==> src/rtl/interrupt_unit_if.sv <==
// Bus between the pipeline control and the interrupt unit.
// The pipeline side drives requests, stalls and the return address. The unit drives the PC steering and the CCR pulses.
interface interrupt_unit_if;
  logic       int_req;
  logic       RTI_dec;
  logic       stall;
  logic [7:0] pc_next;
  logic       interruptD;
  logic       RTI_en;
  logic       flush;
  logic [1:0] pc_sel;
  logic [7:0] vec_pc;
  logic [7:0] ret_pc;
  logic       int_ack;
  logic       in_service;

  modport master (
    output int_req, RTI_dec, stall, pc_next,
    input  interruptD, RTI_en, flush, pc_sel, vec_pc, ret_pc, int_ack, in_service
  );

  modport slave (
    input  int_req, RTI_dec, stall, pc_next,
    output interruptD, RTI_en, flush, pc_sel, vec_pc, ret_pc, int_ack, in_service
  );
endinterface

==> src/rtl/interrupt_unit.sv <==
// Single-level, edge-triggered interrupt sequencer for the 8-bit pipeline.
// It flushes the pipeline, saves the flags, vectors to the ISR, and returns on RTI.
module interrupt_unit #(
  parameter logic [7:0] VEC_ADDR = 8'h01
) (
  input  logic              clk,
  input  logic              reset,
  interrupt_unit_if.slave   bus
);

  typedef enum logic [2:0] {
    IDLE    = 3'd0,
    FLUSH   = 3'd1,
    SAVE    = 3'd2,
    VECTOR  = 3'd3,
    SERVICE = 3'd4,
    RETURN  = 3'd5
  } state_e;

  state_e     state_q, state_d;
  logic       int_q, int_d;
  logic       pending_q, pending_d;
  logic       arm_q, arm_d;
  logic [7:0] ret_pc_q, ret_pc_d;
  logic       int_edge;

  // arm_q masks edge detection for the first cycle after reset.
  // A request line already high through reset is then treated as a held level, not a new request.
  always_comb begin
    int_edge  = bus.int_req & ~int_q & arm_q;
    int_d     = bus.int_req;
    arm_d     = 1'b1;
    state_d   = state_q;
    pending_d = pending_q | int_edge;
    ret_pc_d  = ret_pc_q;
    if (!bus.stall) begin
      case (state_q)
        IDLE: begin
          if (pending_q | int_edge) begin
            state_d   = FLUSH;
            pending_d = 1'b0;
            ret_pc_d  = bus.pc_next;
          end
        end
        FLUSH:   state_d = SAVE;
        SAVE:    state_d = VECTOR;
        VECTOR:  state_d = SERVICE;
        SERVICE: if (bus.RTI_dec) state_d = RETURN;
        RETURN:  state_d = IDLE;
        default: state_d = IDLE;
      endcase
    end
  end

  always_ff @(posedge clk) begin
    if (!reset) begin
      state_q   <= IDLE;
      int_q     <= 1'b0;
      pending_q <= 1'b0;
      arm_q     <= 1'b0;
      ret_pc_q  <= 8'h00;
    end else begin
      state_q   <= state_d;
      int_q     <= int_d;
      pending_q <= pending_d;
      arm_q     <= arm_d;
      ret_pc_q  <= ret_pc_d;
    end
  end

  // Moore decode, silenced during a stall and while reset is asserted.
  always_comb begin
    bus.flush      = 1'b0;
    bus.interruptD = 1'b0;
    bus.int_ack    = 1'b0;
    bus.RTI_en     = 1'b0;
    bus.in_service = 1'b0;
    bus.pc_sel     = 2'b00;
    bus.vec_pc     = VEC_ADDR;
    bus.ret_pc     = reset ? ret_pc_q : 8'h00;
    if (reset && !bus.stall) begin
      case (state_q)
        FLUSH: begin
          bus.flush      = 1'b1;
          bus.in_service = 1'b1;
        end
        SAVE: begin
          bus.interruptD = 1'b1;
          bus.int_ack    = 1'b1;
          bus.in_service = 1'b1;
        end
        VECTOR: begin
          bus.pc_sel     = 2'b01;
          bus.in_service = 1'b1;
        end
        SERVICE: bus.in_service = 1'b1;
        RETURN: begin
          bus.RTI_en = 1'b1;
          bus.pc_sel = 2'b10;
          bus.flush  = 1'b1;
        end
        default: ;
      endcase
    end
  end

endmodule

==> src/flat_wrapper.sv <==
// flat-port wrapper written by rule: the top's interface ports become plain ports
module interrupt_unit_flat 
#(
  parameter logic [7:0] VEC_ADDR = 8'h01
)
  (clk, reset, bus_int_req, bus_RTI_dec, bus_stall, bus_pc_next, bus_interruptD, bus_RTI_en, bus_flush, bus_pc_sel, bus_vec_pc, bus_ret_pc, bus_int_ack, bus_in_service);
  interrupt_unit_if bus_i ();
  input  logic clk;
  input  logic reset;
  input wire logic [$bits(bus_i.int_req)-1:0] bus_int_req;
  input wire logic [$bits(bus_i.RTI_dec)-1:0] bus_RTI_dec;
  input wire logic [$bits(bus_i.stall)-1:0] bus_stall;
  input wire logic [$bits(bus_i.pc_next)-1:0] bus_pc_next;
  output wire logic [$bits(bus_i.interruptD)-1:0] bus_interruptD;
  output wire logic [$bits(bus_i.RTI_en)-1:0] bus_RTI_en;
  output wire logic [$bits(bus_i.flush)-1:0] bus_flush;
  output wire logic [$bits(bus_i.pc_sel)-1:0] bus_pc_sel;
  output wire logic [$bits(bus_i.vec_pc)-1:0] bus_vec_pc;
  output wire logic [$bits(bus_i.ret_pc)-1:0] bus_ret_pc;
  output wire logic [$bits(bus_i.int_ack)-1:0] bus_int_ack;
  output wire logic [$bits(bus_i.in_service)-1:0] bus_in_service;
  assign bus_i.int_req = bus_int_req;
  assign bus_i.RTI_dec = bus_RTI_dec;
  assign bus_i.stall = bus_stall;
  assign bus_i.pc_next = bus_pc_next;
  assign bus_interruptD = bus_i.interruptD;
  assign bus_RTI_en = bus_i.RTI_en;
  assign bus_flush = bus_i.flush;
  assign bus_pc_sel = bus_i.pc_sel;
  assign bus_vec_pc = bus_i.vec_pc;
  assign bus_ret_pc = bus_i.ret_pc;
  assign bus_int_ack = bus_i.int_ack;
  assign bus_in_service = bus_i.in_service;
  interrupt_unit #(.VEC_ADDR(VEC_ADDR)) u_core (.clk(clk), .reset(reset), .bus(bus_i));
endmodule
==> config.mk <==
export PLATFORM = sky130hd
export DESIGN_NAME = interrupt_unit_flat
export DESIGN_NICKNAME = d
export VERILOG_FILES = /design/src/rtl/interrupt_unit_if.sv /design/src/rtl/interrupt_unit.sv /design/src/flat_wrapper.sv
export SDC_FILE = /design/constraint.sdc
export NUM_CORES = 1
export LEC_CHECK = 0
export BUFFER_PORTS_ARGS = -buffer_cell sky130_fd_sc_hd__clkbuf_2
export CORE_MARGIN = 4
export CORE_UTILIZATION = 50
export CTS_BUF_LIST = sky130_fd_sc_hd__clkbuf_4
export CTS_CLUSTER_SIZE = 30
export DETAILED_ROUTE_END_ITERATION = 12
export PLACE_DENSITY = 0.95
export REMOVE_ABC_BUFFERS = 1
export SLEW_MARGIN = 20
export SYNTH_ARGS = -nofsm -noshare
export SYNTH_HDL_FRONTEND = slang
export SYNTH_SLANG_ARGS = --single-unit
export TNS_END_PERCENT = 5
==> constraint.sdc <==
create_clock -name clk -period 2.9 [get_ports clk]
set_clock_uncertainty 0.2 [all_clocks]
set_input_delay 0.58 -clock clk [delete_from_list [all_inputs] [get_ports clk]]
set_output_delay 0.58 -clock clk [all_outputs]
set_load 0.01 [all_outputs]
==> metrics, run 1 <==
global-route wire length before repair ~2200 um; vias in the first global route just under 600; Post-synth EDFFs 0; Core Region roughly 1400 um^2; hold crit path type reg -> reg; total power about 370 uW; Rows 13; Distinct cells, synth 22; Top Metal Used met4; met2 routed WL 625 um; worst setup margin roughly 0.67 ns; Clock H-tree levels 1; Final Max Slew Viols 0; Root Driver clkbuf_4; CTS tree yes; die width roughly 46 um; IO Port Bufs 27; Final Hold Fails 0; synth cell count leaders nand2_1, dfxtp_1, inv_1, buf_4, mux2i_1; Yosys reg bits 14; latest clock arrival within the worst-skew pair around 0.27 ns; total clock sinks 14; maxcap violations 0; Mapped Avg Cell Area 7.90 um^2; placer congestion estimate around 0.90; GRT Util Overall 14.4%; f_max approximately 450 MHz; Setup TNS 0 ns; Placed Instances between 100 and 150; HPWL after DPL between 1000 and 1500 um; met3 routed WL about 150 um; DR pass1 iterations 4; Syn-to-layout area delta 16.4%; DRC 0; status finished, final reports clean; most frequent cell after synthesis nand2_1; Finish-stage setup viols 0; DP Area 828 um^2; worst path required time 2.12 ns; # hold bufs at CTS 0; grt total ovfl 0; Reg2Reg Setup Slack between 1 and 1.5 ns; worst slew pin tran about 0.55 ns; crit path DAT about 1.5 ns; post-route clock period utilization about three quarters; Inserted Clock Buffers 3; fin util 63.3%; Starting Density roughly 54%; Mapped Area 734 um^2; min Tclk post-route 2.23 ns; Mapped Cells 93; crit end category output pin; ant diodes 0; Hold WS 0.276 ns; layout cells sized above 1 27.1%; top cell type's share of synthesized area approximately two fifths; CTS max path bufs 2; Reg clk slew, reported paths 0.08 ns; cts repair resizes 0; Max Fanout on Critical Path 21; largest net degree at the start of global routing 22; final net count 132; commonest register cell after synthesis dfxtp_1; DP Worst Slack 0.662 ns; Via density around 4.8; DR vias approximately 640; Synthesis Warnings 0; Leak 0.524 nW; CP Launch Type input pin; Crit Path Class in -> out; met1 wire length 578 um; Final ANT Viol Nets 0; Die ar. between 2000 and 2500 um^2; biggest area consumer among synthesized cells dfxtp_1; drt wl/cell slightly above 10 um; VDD IR max 0.353 mV; asr flop ratio synth 0%; drt initial violations 15; sequential share of the synthesized area 38.2%; worst rel slew slack 63.5%; top cells by area, synth dfxtp_1, mux2i_1, buf_4; postcts setup bufs 0; RSZ-0062 raised after global routing no; Ports 36; Die Ht ~46 um; Non-Filler Instances 133; initial antenna violation count 0; Design Area, Final 855 um^2; pwr dens roughly 430 nW/um^2; final wirelength 1380 um
-- critical path, stage by stage --
cell and delay [ns]:
clkbuf_2 0.31, nor2b_1 0.26, and3_1 0.18, clkbuf_2 0.13
-- path summary, 6_finish.rpt --
kind | startpoint | to | depth (start not counted)
setup / recovery | reset | bus_RTI_en | 4
setup reg to reg | u_core.state_q[0] | u_core.ret_pc_q[7] | 3
hold / removal | u_core.ret_pc_q[1] | u_core.ret_pc_q[1] | 2
hold reg to reg | u_core.ret_pc_q[1] | u_core.ret_pc_q[1] | 2
-- layout make-up --
| type | count | area [um^2] |
|---|---|---|
| fillers | 127 | 495 |
| flip-flops and latches | 14 | 280 |
| multi-input cells | 63 | 357 |
| clock inverters | 1 | 3.75 |
| repair buffers | 27 | 135 |
| clock buffers | 3 | 22.5 |
| well taps | 15 | 18.8 |
| inverters | 10 | 37.5 |
-- layer usage --
layer	vias up	GRT usage (%)
met2	35	22.8
met4	0	10.8
met1	271	16.4
li1	328	-
met3	5	3.52
met5	-	0
-- cell families after synthesis --
| kind of cell | synth area share, % |
|---|---|
| simple gates | 26.7 |
| buf+inv | 16.4 |
| flops | 38.2 |
| mux | 10.9 |
| compound gates | 5.62 |
| other cells | 1.02 |
| xor+xnor | 1.19 |
-- state kept, by name, summed over array words and instances, names as in the netlist --
name / cells
u_core.arm_q: 1
u_core.ret_pc_q: 8
u_core.state_q: 3
u_core.pending_q: 1
u_core.int_q: 1
-- placed cells by master (no fill, tap or decap), types with 3 or more instances in the layout --
master	count
clkbuf_2	27
nand2_1	17
dfxtp_1	14
inv_1	10
mux2i_1	8
conb_1	8
nor2_1	6
nand3_1	3
nor3_1	3
and2_1	3
clkbuf_4	3
-- power breakdown --
part / total (mW) / leakage (nW) / switching (mW) / internal (mW)
registers: 0.206 / 0.114 / 0.00544 / 0.200
clock network: 0.110 / 0.0154 / 0.0596 / 0.0499
logic: 0.0535 / 0.395 / 0.0314 / 0.0222
(Power assumes the default switching activity.)
==> inputs of run 2 (changes only) <==
Settings changed: CORE_UTILIZATION 50 to 46, PLACE_DENSITY 0.95 to 0.9.
Clock period 2.9 ns to 2.2 ns, I/O delays scaled along.
==> metrics, run 2 (same netlist as run 1, synthesis figures left out) <==
status finished, final reports clean; DP Area between 800 and 900 um^2; crit-path leading delay family flip-flops; met2 routed WL about 610 um; maxcap violations 0; f_max ~500 MHz; Most flops, register u_core.ret_pc_q; Ports 36; global-route wire length before repair approximately 2200 um; VDD IR max around 0.37 mV; crit path DAT around 1.4 ns; Clock H-tree levels 1; most frequent cells in the layout clkbuf_2, nand2_1, dfxtp_1; DRC 0; Rows 14; ant diodes 0; HPWL after DPL between 1000 and 1500 um; CP Launch Type flip-flop; total clock sinks 14; post-route clock period utilization ~91%; GRT Util Overall roughly an eighth; Final ANT Viol Nets 0; Via density around 4.7; DR vias 629; commonest non-fill, non-tap cell in the layout clkbuf_2; Top Metal Used met3; Leak 0.529 nW; CP max stage delay a little under 0.5 ns; hold crit path type in -> reg; Fillers 138; latest clock arrival within the worst-skew pair ~0.27 ns; internal power approximately 360 uW; CTS max path bufs 2; worst path required time ~1.6 ns; drt initial violations 8; met3 routed WL ~140 um; min Tclk post-route about 2.0 ns; Inserted Clock Buffers 3; worst rel slew slack between 60% and 70%; vias in the first global route between 500 and 600; layout cells sized above 1 roughly 28%; final wirelength between 1000 and 1500 um; worst slew pin tran around 0.56 ns; max FFs per register 8; Starting Density between 40% and 50%; Non-Filler Instances around 140; RSZ-0062 raised after global routing no; critical path's slowest cell dfxtp_1; Reg power frac between 50% and 60%; Placed Instances about 130; die width 48.0 um; Finish-stage setup viols 0; Critical Path, Cell by Cell nor2b_1 > and3_1 > clkbuf_2; Final Max Slew Viols 0; Setup TNS 0 ns; met1 wire length around 570 um; cts repair resizes 0; IO Port Bufs 27; switching power total between 100 and 150 uW; Max Fanout on Critical Path 8; initial antenna violation count 0; Die ar. between 2000 and 2500 um^2; Worst Path Buf+Inv 1; Crit Path Class reg -> out; DR pass1 iterations 4; pwr dens 558 nW/um^2; switch share approximately 25%; Largest regs u_core.ret_pc_q: 8 flops, u_core.state_q: 3 flops; placer congestion estimate 0.782; grt total ovfl 0; crit end category output pin; Core Region 1510 um^2; Root Driver clkbuf_4; final net count between 100 and 150; # hold bufs at CTS 0; share of total power in the clock network roughly 29%; Comb power frac between 10% and 20%; Die Ht ~48 um; CTS tree yes; Syn-to-layout area delta 17.5%; drt wl/cell 9.84 um; postcts setup bufs 0; Design Area, Final about 860 um^2; Reg clk slew, reported paths ~0.080 ns; Final Hold Fails 0; largest net degree at the start of global routing 19
==> run 2: changes by cell type in the layout (fill, tap and decap cells not counted) <==
cell / previous run / this run
buf_4: 0 / 1
==> run 2: final cells by class <==
| cell class | count | area (um^2) | area share (%) |
|---|---|---|---|
| sequential | 14 | 280 | 32.5 |
| timing repair buffer | 28 | 143 | 16.5 |
| clock buffer | 3 | 22.5 | 2.61 |
| clock inverter | 1 | 3.75 | 0.435 |
| multi-input combinational | 63 | 357 | 41.3 |
| inverter | 10 | 37.5 | 4.35 |
| tap | 16 | 20.0 | 2.32 |
==> run 2: power by group through the flow <==
stage	registers, mW	logic [mW]	clock network (mW)
6_report	0.271	0.0718	0.139
5_1_grt	0.273	0.0813	0.155
4_1_cts	0.271	0.0721	0.144
3_5_place_dp	0.277	0.0719	0
2_1_floorplan	0.276	0.0440	0
3_3_place_gp	0.276	0.0695	0
==> run 2: final timing paths <==
kind | start | endpoint | slack [ns] | cells past startpoint
worst max-delay path | u_core.state_q[0] | bus_RTI_en | 0.20 | 3
worst min-delay path | bus_pc_next[6] | u_core.ret_pc_q[6] | 0.19 | 3
worst max register to register | u_core.int_q | u_core.ret_pc_q[1] | 0.69 | 3
worst min register to register | u_core.ret_pc_q[4] | u_core.ret_pc_q[4] | 0.27 | 2
==> run 2: layer usage <==
| metal | vias up | GRT usage (%) |
|---|---|---|
| li1 | 330 | - |
| met1 | 268 | 16.2 |
| met2 | 31 | 22.7 |
| met3 | 0 | 2.63 |
| met4 | 0 | 3.23 |
| met5 | - | 0 |
==> run 2: worst reg2reg max path, stage by stage, from the launching register on <==
cell and delay (ns):
dfxtp_1 0.31, and3b_1 0.20, o21ai_2 0.45, mux2i_1 0.27
==> run 2: per-stage QoR <==
stage                     util (%)  power, mW  setup slack, ns  hold WS [ns]
after floorplan                  -      0.320            0.541         0.246
after global placement        55.6      0.346            0.402         0.256
after detailed placement      55.6      0.349            0.344         0.268
after CTS                     57.3      0.488            0.196         0.184
after global routing          57.3      0.510           0.0467         0.185
final                         57.3      0.482            0.204         0.190
==> inputs of run 3 (changes only) <==
Settings changed: ABC_AREA from default to 1, CORE_UTILIZATION 46 to 47.
==> metrics, run 3 <==
Final Hold Fails 0; met2 usage between 20% and 30%; critical path's slowest cell dfxtp_1; Setup TNS 0 ns; DR pass1 iterations 2; latest clock arrival within the worst-skew pair 0.27 ns; final net count approximately 160; max FFs per register 8; Synthesis Warnings 0; DR vias 718; CTS max path bufs 2; Worst R2R Start u_core.state_q[1]; Starting Density between 50% and 60%; DRC 0; Yosys reg bits 14; Reg2Reg Setup Slack 0.79 ns; DP Area roughly 900 um^2; Inserted Clock Buffers 3; CP max stage delay between 0.4 and 0.5 ns; Most flops, register u_core.ret_pc_q; Root Driver clkbuf_4; Leak roughly 0.54 nW; gr busiest metal met2; status finished, final reports clean; Critical Path, Cell by Cell inv_1 > nor4_1 > clkbuf_2; Design Area, Final 908 um^2; Critical Path Source u_core.state_q[2]; CP Launch Type flip-flop; Core Region 1540 um^2; global-route wire length before repair 2380 um; Comb power frac around a quarter; Syn-to-layout area delta 16.9%; f_max around 500 MHz; post-route clock period utilization approximately nine tenths; HPWL after DPL 1210 um; hold crit path type in -> reg; internal power around 390 uW; asr flop ratio synth 0%; Reg clk slew, reported paths 0.07 ns; Via density around 4.5; postcts setup bufs 0; min Tclk post-route just under 2 ns; pwr dens just over 600 nW/um^2; Mapped Area 777 um^2; Clock H-tree levels 1; cts repair resizes 0; initial antenna violation count 0; Post-synth EDFFs 0; most frequent cells in the layout clkbuf_2, nand2_1, nor2_1; Final Max Slew Viols 0; hold_sp bus_int_req; final wirelength around 1400 um; Crit Path Class reg -> out; Die ar. around 2400 um^2; grt total ovfl 0; layout cells sized above 1 between 20 and 30%; synth cell count leaders nand2_1, nor2_1, inv_1, dfxtp_1; Distinct cells, synth 21; Max Fanout on Critical Path 7; IO Port Bufs 27; Largest regs u_core.ret_pc_q: 8 flops, u_core.state_q: 3 flops; Reg power frac between 50% and 60%; drt wl/cell 9.03 um; commonest non-fill, non-tap cell in the layout clkbuf_2; # hold bufs at CTS 0; Final ANT Viol Nets 0; biggest area consumer among synthesized cells dfxtp_1; switch share between 30% and 40%; Die Ht just under 50 um; CTS tree yes; drt initial violations 8; ant diodes 0; commonest register cell after synthesis dfxtp_1; crit path DAT between 1 and 1.5 ns; GRT Util Overall 12.1%; Ports 36; Non-Filler Instances between 150 and 200; placer congestion estimate approximately 0.76; Mapped Cells between 100 and 150; total clock sinks 14; vias in the first global route roughly 620; Rows 14; top cell type's share of synthesized area between 30% and 40%; RSZ-0062 raised after global routing no; maxcap violations 0; crit-path leading delay family flip-flops; Worst Path Buf+Inv 2; top cells by area, synth dfxtp_1, nand2_1, nor2_1; Finish-stage setup viols 0; VDD IR max 0.346 mV; crit end category output pin; met1 usage ~14%; share of total power in the clock network between 20% and 30%; Mapped Avg Cell Area about 6.6 um^2; Placed Instances 156; die width between 40 and 50 um; switching power total about 170 uW; worst path required time between 1.5 and 2 ns; met3 usage under 10%; sequential share of the synthesized area approximately 36%; largest net degree at the start of global routing 23
-- run 3: cell count changes after synthesis, moves of 2 or more --
cell / delta
nor2b_1: -2
and2_1: -3
and3_1: -2
o21ai_0: +7
mux2i_1: -8
nand2_4: +2
nor3_1: -2
inv_2: +2
buf_2: -2
inv_1: +5
nor4_1: +3
nor2_1: +17
nand2_1: +6
-- run 3: path summary, 6_finish.rpt --
path                         to  cells past startpoint
max               bus_pc_sel[1]                      3
min                u_core.int_q                      3
max reg2reg  u_core.ret_pc_q[3]                      6
min reg2reg  u_core.ret_pc_q[2]                      2
-- run 3: worst min-delay path, delay by kind of cell --
| kind | cells | cell delay, ns |
|---|---|---|
| and+or+nand+nor | 1 | 0.05 |
| buffers and inverters | 2 | 0.13 |
-- run 3: per-stage QoR --
| step | setup WS, ns | util [%] | power [mW] | hold slack, ns |
|---|---|---|---|---|
| final | 0.231 | 58.9 | 0.560 | 0.167 |
| after global routing | 0.116 | 58.9 | 0.601 | 0.180 |
| after CTS | 0.213 | 58.9 | 0.567 | 0.163 |
| after detailed placement | 0.332 | 57.5 | 0.432 | 0.273 |
| after global placement | 0.401 | 57.5 | 0.427 | 0.261 |
| after floorplan | 0.326 | - | 0.389 | 0.253 |
-- run 3: kinds of logic (layout without fill, tap and decap cells) --
| logic type | count (synthesis) | in the layout | synth area share [%] |
|---|---|---|---|
| flops | 14 | 14 | 36.1 |
| other cells | 2 | 8 | 0.967 |
| simple gates | 59 | 59 | 35.3 |
| buf+inv | 30 | 50 | 20.0 |
| compound gates | 12 | 12 | 7.73 |
-- run 3: per-layer routing --
layer  up-vias  share of wire [%]
met5         -                  0
met3         3                 11
met2        28                 47
met1       294                 41
met4         0                1.5
li1        393                  -
-- run 3: final cells by class --
type / count / area [um^2]
fillers: 159 / 633
inverters: 19 / 78.8
well taps: 16 / 20.0
clock buffers: 3 / 22.5
repair buffers: 28 / 143
multi-input cells: 79 / 364
flip-flops and latches: 14 / 280
-- run 3: power groups by stage --
stage,combinational [mW],sequential (mW),clock [mW]
after detailed placement,0.137,0.295,0
after global routing,0.158,0.291,0.152
after floorplan,0.0979,0.291,0
after global placement,0.134,0.293,0
final,0.137,0.288,0.135
after CTS,0.138,0.289,0.140
